<file path="src/rtl/pulse_train_gen_if.sv">
// Control/status bundle for pulse_train_gen: a start request with its pulse
// count, plus the generated train, progress/completion flags and FSM state.
interface pulse_train_gen_if #(
    parameter int CNT_W = 8
);
    // start is a single-cycle request with no ready: the block accepts it only
    // when idle (busy=0, including the done cycle) and num is captured then;
    // requests seen while busy are dropped, never queued.
    logic             start;
    logic [CNT_W-1:0] num;
    logic             sig_out;
    logic             busy;
    logic             done;
    logic [1:0]       state_dbg;

    modport master (
        output start, num,
        input  sig_out, busy, done, state_dbg
    );

    modport slave (
        input  start, num,
        output sig_out, busy, done, state_dbg
    );
endinterface

</file>
<file path="src/rtl/pulse_train_gen.sv">
// Emits num rectangular pulses (HIGH_CYCLES high, LOW_CYCLES low each) after a
// start request, then strobes done for one cycle.
module pulse_train_gen #(
    parameter int HIGH_CYCLES = 4,
    parameter int LOW_CYCLES  = 4,
    parameter int CNT_W       = 8
) (
    input logic              clk,
    input logic              rst,
    pulse_train_gen_if.slave bus
);
    localparam int MAX_CYC = (HIGH_CYCLES > LOW_CYCLES) ? HIGH_CYCLES : LOW_CYCLES;
    localparam int PH_W    = (MAX_CYC > 1) ? $clog2(MAX_CYC) : 1;
    localparam logic [PH_W-1:0] HIGH_LAST = PH_W'(HIGH_CYCLES - 1);
    localparam logic [PH_W-1:0] LOW_LAST  = PH_W'(LOW_CYCLES - 1);

    typedef enum logic [1:0] {
        ST_IDLE = 2'd0,
        ST_HIGH = 2'd1,
        ST_LOW  = 2'd2
    } state_t;

    state_t           state_q, state_d;
    logic [PH_W-1:0]  phase_q, phase_d;
    logic [CNT_W-1:0] remaining_q, remaining_d;
    logic             sig_q, sig_d;
    logic             busy_q, busy_d;
    logic             done_q, done_d;

    always_comb begin
        state_d     = state_q;
        phase_d     = phase_q;
        remaining_d = remaining_q;
        sig_d       = sig_q;
        busy_d      = busy_q;
        done_d      = 1'b0;
        case (state_q)
            ST_IDLE: begin
                if (bus.start) begin
                    // A zero-length train completes immediately with no pulse.
                    if (bus.num == '0) begin
                        done_d = 1'b1;
                    end else begin
                        state_d     = ST_HIGH;
                        sig_d       = 1'b1;
                        busy_d      = 1'b1;
                        remaining_d = bus.num;
                        phase_d     = '0;
                    end
                end
            end
            ST_HIGH: begin
                if (phase_q == HIGH_LAST) begin
                    state_d = ST_LOW;
                    sig_d   = 1'b0;
                    phase_d = '0;
                end else begin
                    phase_d = phase_q + PH_W'(1);
                end
            end
            ST_LOW: begin
                if (phase_q == LOW_LAST) begin
                    phase_d = '0;
                    if (remaining_q == CNT_W'(1)) begin
                        state_d     = ST_IDLE;
                        busy_d      = 1'b0;
                        done_d      = 1'b1;
                        remaining_d = '0;
                    end else begin
                        state_d     = ST_HIGH;
                        sig_d       = 1'b1;
                        remaining_d = remaining_q - CNT_W'(1);
                    end
                end else begin
                    phase_d = phase_q + PH_W'(1);
                end
            end
            default: begin
                state_d = ST_IDLE;
                sig_d   = 1'b0;
                busy_d  = 1'b0;
                phase_d = '0;
            end
        endcase
    end

    always_ff @(posedge clk) begin
        if (rst) begin
            state_q     <= ST_IDLE;
            phase_q     <= '0;
            remaining_q <= '0;
            sig_q       <= 1'b0;
            busy_q      <= 1'b0;
            done_q      <= 1'b0;
        end else begin
            state_q     <= state_d;
            phase_q     <= phase_d;
            remaining_q <= remaining_d;
            sig_q       <= sig_d;
            busy_q      <= busy_d;
            done_q      <= done_d;
        end
    end

    assign bus.sig_out   = sig_q;
    assign bus.busy      = busy_q;
    assign bus.done      = done_q;
    assign bus.state_dbg = state_q;
endmodule

</file>
<file path="src/flat_wrapper.sv">
// flat-port wrapper written by rule: the top's interface ports become plain ports
module pulse_train_gen_flat 
#(
    parameter int HIGH_CYCLES = 4,
    parameter int LOW_CYCLES  = 4,
    parameter int CNT_W       = 8
)
  (clk, rst, bus_start, bus_num, bus_sig_out, bus_busy, bus_done, bus_state_dbg);
  pulse_train_gen_if #(.CNT_W(CNT_W)) bus_i ();
  input logic clk;
  input logic rst;
  input wire logic [$bits(bus_i.start)-1:0] bus_start;
  input wire logic [$bits(bus_i.num)-1:0] bus_num;
  output wire logic [$bits(bus_i.sig_out)-1:0] bus_sig_out;
  output wire logic [$bits(bus_i.busy)-1:0] bus_busy;
  output wire logic [$bits(bus_i.done)-1:0] bus_done;
  output wire logic [$bits(bus_i.state_dbg)-1:0] bus_state_dbg;
  assign bus_i.start = bus_start;
  assign bus_i.num = bus_num;
  assign bus_sig_out = bus_i.sig_out;
  assign bus_busy = bus_i.busy;
  assign bus_done = bus_i.done;
  assign bus_state_dbg = bus_i.state_dbg;
  pulse_train_gen #(.HIGH_CYCLES(HIGH_CYCLES), .LOW_CYCLES(LOW_CYCLES), .CNT_W(CNT_W)) u_core (.clk(clk), .rst(rst), .bus(bus_i));
endmodule
</file>
<file path="config.mk">
export PLATFORM = sky130hd
export DESIGN_NAME = pulse_train_gen_flat
export DESIGN_NICKNAME = d
export VERILOG_FILES = /design/src/rtl/pulse_train_gen_if.sv /design/src/rtl/pulse_train_gen.sv /design/src/flat_wrapper.sv
export SDC_FILE = /design/constraint.sdc
export NUM_CORES = 1
export LEC_CHECK = 0
export CORE_AREA = 2 2 59 44
export DETAILED_ROUTE_END_ITERATION = 6
export DIE_AREA = 0 0 61 46
export PLACE_DENSITY = 0.75
export SYNTH_ARGS = -nofsm -noshare
export SYNTH_HDL_FRONTEND = slang
export SYNTH_SLANG_ARGS = --single-unit
export TNS_END_PERCENT = 5
</file>
<file path="constraint.sdc">
create_clock -name clk -period 1.9 [get_ports clk]
set_input_delay 0.57 -clock clk [delete_from_list [all_inputs] [get_ports clk]]
set_output_delay 0.57 -clock clk [all_outputs]
set_load 0.1 [all_outputs]
</file>
**After elaboration in Yosys (flattened, before gate mapping)**

Index checks and enable logic that the tools add are counted.

- Memory bits (writable): 0
- Output and inout bits: 5
- Latch bits: 0
- ROM bits: 0
- Register bits after elaboration: 15
- Memories: 0
- Logic and storage cells: 57

- $mul: 0
- Equality and inequality tests: 10
- Mux-type cells: 29
- Shift operators: 0
- Bitwise gates (word level): 1
- Reduce and logical (&&, ||, !) cells: 9
- Order comparisons: 0
- $add $sub $neg: 2
- Divide/modulo/power cells: 0

Operator list:

| cell | count |
|---|---|
| $mux 8 | 4 |
| $pmux 8 s2 | 1 |
| $mux 2 | 7 |
| $mux 1 | 12 |
| $reduce_and 5->1 | 2 |
| $eq 8x1->1 const B | 1 |
| $logic_not 8->1 | 1 |
| $reduce_and 4->1 | 2 |
| $sub 8x1->8 const B | 1 |
| $ne 2x1->1 const B | 3 |
| $ne 2x2->1 const B | 3 |
| $pmux 1 s3 | 2 |
| $pmux 2 s3 | 1 |
| $eq 2x2->1 const B | 2 |
| $pmux 2 s2 | 1 |
| $add 2x1->2 const B | 1 |
| $eq 2x1->1 const B | 1 |
| $logic_not 2->1 | 1 |
| $pmux 1 s2 | 1 |
| $reduce_and 2->1 | 1 |
| $reduce_bool 2->1 | 1 |
| $reduce_or 2->1 | 1 |
| $not 1->1 | 1 |

**Depth between registers and ports, before layout**

- Depth after elaboration: 4
- Depth in mapped cells: 8
- Mapped depth without buffers: 6

**Worst setup path before layout**

Ideal clock, no wire load.

- Path kind: register to register
- Start: register u_core.state_q[1] (netlist: u_core.bus.state_dbg[1])
- End: register u_core.remaining_q[7]
- Arrival: 2531 ps
- Cell stages (with the launch flop): 7
- Setup time: 96 ps
- Setup slack: -727 ps
- Required time: 1804 ps
- Buffers on the path: 0
- Cell sequence: dfxtp_1 -> inv_1 -> ha_1 -> nor3b_1 -> a31oi_1 -> nand2_1 -> o41ai_2

- Word-level cells in the longest chain between the ends: 3

RTL lines:

| element | RTL line | text |
|---|---|---|
| start, declared | pulse_train_gen.sv:23 | `state_t state_q, state_d;` |
| start signal, assigned | pulse_train_gen.sv:96 | `state_q <= state_d;` |
| $eq 2x2->1 / $logic_not 2->1 (equally long branches) | pulse_train_gen.sv:37 | `case (state_q)` |
| $ne 2x1->1 (no source line) (tied with other cells) | n/a |  |
| $reduce_and 4->1 (no source line) | n/a |  |
| end signal, assigned | pulse_train_gen.sv:98 | `remaining_q <= remaining_d;` |
| end, declared | pulse_train_gen.sv:25 | `logic [CNT_W-1:0] remaining_q, remaining_d;` |

Parallel ways exist; a longest one is shown, timed or not.
A chain may end at the register's enable or synchronous reset.

**Final worst setup path**

- Start: register u_core.remaining_q[0]
- End: register u_core.remaining_q[6]

- Word-level cells in the longest chain between the ends: 4

RTL lines:

| element | RTL line | text |
|---|---|---|
| $sub 8x1->8 / $eq 8x1->1 (equally long branches) | pulse_train_gen.sv:72, pulse_train_gen.sv:64 |  |
| $mux 8 * | pulse_train_gen.sv:64 | `if (remaining_q == CNT_W'(1)) begin` |
| $mux 8 * | pulse_train_gen.sv:62 | `if (phase_q == LOW_LAST) begin` |
| $pmux 8 s2 * | pulse_train_gen.sv:37 |  |

Every way passes the cells marked *; elsewhere a longest branch is shown, timed or not. The select of a mux whose other input is x is not followed.

==> metrics.txt <==
status=finished, violations left; violated checks=negative setup slack; Static Leak=about 0.6 nW; maximum cell stage delay along the critical path=about 520 ps; Detailed Routing Iterations Pass 1=4; first-pass GRT wire length=roughly 5000 microns; total power after layout=approximately 0.0028 W; CP top delay family=compound AO/OA/AOI/OAI gates; min-delay worst type=register to register; master of the slowest instance on the critical path=or3b_2; final clock period utilization by the worst path=1.004; RSZ-0062 raised after global routing=true; antenna violations before repair=0; number of clock buffers inserted by TritonCTS=3; WP buf/inv=1; Post-Syn Nets=approximately 140; overall via count from detail_route=1135; IR Drop Worst-Case VDD=approximately 0.00093 V; via count of the first global-routing pass=1109; Final Worst Setup Slack=-8.115 ps; root cell of the clock tree=clkbuf_4; final count of negative-setup-slack endpoints=1; number of vias per cell=between 6 and 7; XOR/XNOR share of the synthesized area=0; data arrival time at the worst-slack endpoint=between 2000 and 2500 ps; number of buffers on the longest clock path=2; Wirelength per Cell=around 17 microns; HPWL after detailed placement=~2300 microns; share of cell area taken by muxes after synthesis=0.02008; clk sink count=15; distinct cell type count of the synthesized netlist=39; Worst Max-Slew Pin Slew=469.8 ps; growth of design area from synthesis to finish=49.06%; clock input transition at the sequential cells of the worst setup and hold paths=about 100 ps; clock tree from TritonCTS=yes; core area=~2300 sq um; post-synthesis instance area=between 900 and 1000 sq um; final wirelength=roughly 3100 microns; sum of negative setup slack=-8.115 ps; count of inserted antenna diode cells=0; data required time at the worst endpoint=2090 ps; kind of capture point of the worst setup path=register; FFs w/ async S/R, synth=0; simple-gate share of the synthesized area=0.2798; series of cell instances along the critical path=inv_1 -> ha_1 -> or3b_2 -> o31a_1 -> o31ai_1 -> a21oi_1; Setup Crit Path Kind=register to register; share of layout cells above drive strength 1=0.3226; post-layout net count=about 170; Global Route Usage Sum=0.2433; time the final worst path needs with I/O delays and setup=about 1900 ps; final RePlAce weighted congestion=between 0.8 and 0.9; CTS HTree Levels=1; endpoints failing hold=0; worst slew margin relative to its limit=0.6839; insertion delay of the later-clocked pin in the worst-skew pair=around 300 ps; Final Max Tran Viols=0; Die W=approximately 61 microns; post-synthesis share of cell area spent on full adders, half adders and majority gates=0.08783; Main synth FF type=dfxtp_1; area used by sequential logic in the layout=approximately 310 sq um; max_cap viols=0; die boundary height=46 microns; maximum number of pins on one net before global-route repair=21; Synth Register Bits=15; Post-Place Worst Slack=-298.3 ps; Rows=15; clock skew after layout=between 2 and 2.5 ps; count of buffers inserted at the top-level ports=15; number of warnings printed during yosys synthesis=0; synthesized-area fraction occupied by ao, oa, aoi and oai cells=0.2698; count of unresolved DRC violations after routing=0; area occupied by multi-input gates=724.4 sq um; largest fanout on the critical path=3; Avg Inst Size Synth=8.241 sq um; Layout fillers=205; main combinational cell family by area after synthesis=simple AND/OR/NAND/NOR gates; initial core utilization=0.4320; share of the yosys chip area belonging to registers=0.3011; type of element launching the critical path=register; maximum operating frequency=0.5241 GHz; total setup buffers inserted after CTS=0; violation count after the first detailed-route iteration=50; Congestion Overflow GR=0; I/O pin total=16; ANT nets after route=0; die area=between 2000 and 3000 sq um; synthesized instance count=around 120; number of flops mapped to enable cells by yosys=0; power density over cell area=around 1900 nW/um^2; Post-CTS Hold Buffers=0
==> tightest hold or removal path, stage by stage, from the launching register on <==
cell and delay [ps]:
dfxtp_1 320, nand2_1 50, a21oi_1 50
==> cell usage in the layout (no fill, tap or decap), types with 2 or more instances in the layout <==
| cell type | instances |
|---|---|
| nand3_1 | 4 |
| a31oi_1 | 2 |
| nor4_1 | 2 |
| mux2i_1 | 2 |
| or4_4 | 2 |
| dfxtp_4 | 2 |
| dfxtp_1 | 12 |
| clkdlybuf4s50_1 | 7 |
| a211oi_2 | 3 |
| ha_1 | 6 |
| nor2b_1 | 8 |
| nand4_1 | 2 |
| o21ai_0 | 4 |
| buf_12 | 5 |
| buf_4 | 21 |
| inv_1 | 5 |
| nand2b_1 | 5 |
| a211oi_1 | 4 |
| nand2_1 | 4 |
| o32ai_1 | 3 |
| o31ai_1 | 2 |
| clkbuf_4 | 3 |
| a21oi_1 | 9 |
| o41ai_2 | 2 |
| nor3b_1 | 2 |
| dlymetal6s2s_1 | 3 |
| nor2_1 | 8 |
==> timing repair <==
action	4_1_cts	5_1_grt
setup endpoints to repair	4	12
resized for setup	4	12
pin swaps	2	3
==> flip-flops by register name (all words and copies together) (netlist names) <==
| signal | count |
|---|---|
| u_core.bus.busy | 1 |
| u_core.bus.done | 1 |
| u_core.bus.sig_out | 1 |
| u_core.bus.state_dbg | 2 |
| u_core.phase_q | 2 |
| u_core.remaining_q | 8 |
==> worst paths after layout <==
path / end / from / slack [ps] / depth (start not counted)
min: u_core.phase_q[1] / u_core.phase_q[1] / 470 / 2
min reg2reg: u_core.phase_q[1] / u_core.phase_q[1] / 470 / 2
max: u_core.remaining_q[6] / u_core.remaining_q[0] / -8 / 6
max reg2reg: u_core.remaining_q[6] / u_core.remaining_q[0] / -8 / 6
==> area by class of cell <==
| type | instances | area share |
|---|---|---|
| clock buffers | 4 | 0.01768 |
| inverters | 5 | 0.01263 |
| multi-input cells | 95 | 0.4874 |
| flip-flops and latches | 15 | 0.2079 |
| well taps | 34 | 0.02862 |
| repair buffers | 36 | 0.2458 |
==> metrics by stage <==
step	hold slack, ps	instances	instance area [sq um]	utilization
CTS	463.1	189	1429	0.6190
global route	497.2	189	1486	0.6439
detailed placement	450.9	185	1389	0.6016
floorplan	435.6	121	1013	-
global placement	442.8	185	1389	0.6016
finish	465.8	189	1486	0.6439
==> Yosys cell counts, types with 2 or more instances <==
cell | count | share of area
mux2i_1 | 2 | 0.020
nand4_1 | 2 | 0.013
dfxtp_1 | 15 | 0.30
nor3b_1 | 2 | 0.015
clkbuf_1 | 6 | 0.023
a211oi_1 | 7 | 0.053
o21ai_0 | 4 | 0.020
nor2_1 | 8 | 0.030
nand2b_1 | 5 | 0.031
a21oi_1 | 9 | 0.045
ha_1 | 7 | 0.088
nand3_1 | 4 | 0.020
nor4_1 | 3 | 0.019
o32ai_1 | 4 | 0.035
o31ai_1 | 2 | 0.015
nor2b_1 | 8 | 0.050
inv_1 | 5 | 0.019
nand2_1 | 5 | 0.019
a31oi_1 | 3 | 0.019
==> layer usage <==
layer / track usage / up-vias / wire [microns]
met3: 0.05966 / 11 / 227
li1: - / 525 / -
met4: 0.08261 / 0 / 80
met2: 0.4000 / 68 / 1484
met5: 0 / - / 0
met1: 0.3124 / 531 / 1330
==> report_power, final <==
part | switching, W | total [W] | leakage (nW) | internal, W
sequential | 0.000116 | 0.000570 | 0.125 | 0.000454
combinational | 0.00115 | 0.00205 | 0.463 | 0.000900
clock | 0.000117 | 0.000200 | 0.0150 | 0.0000821
total | 0.00138 | 0.00282 | 0.603 | 0.00144
==> kinds of logic after synthesis <==
| group | count (synthesis) |
|---|---|
| buffers and inverters | 11 |
| muxes | 2 |
| AOI/OAI and AO/OA | 38 |
| DFF | 15 |
| and+or+nand+nor | 48 |
| adders and majority gates | 7 |
Power figures use the tool's default switching activity.
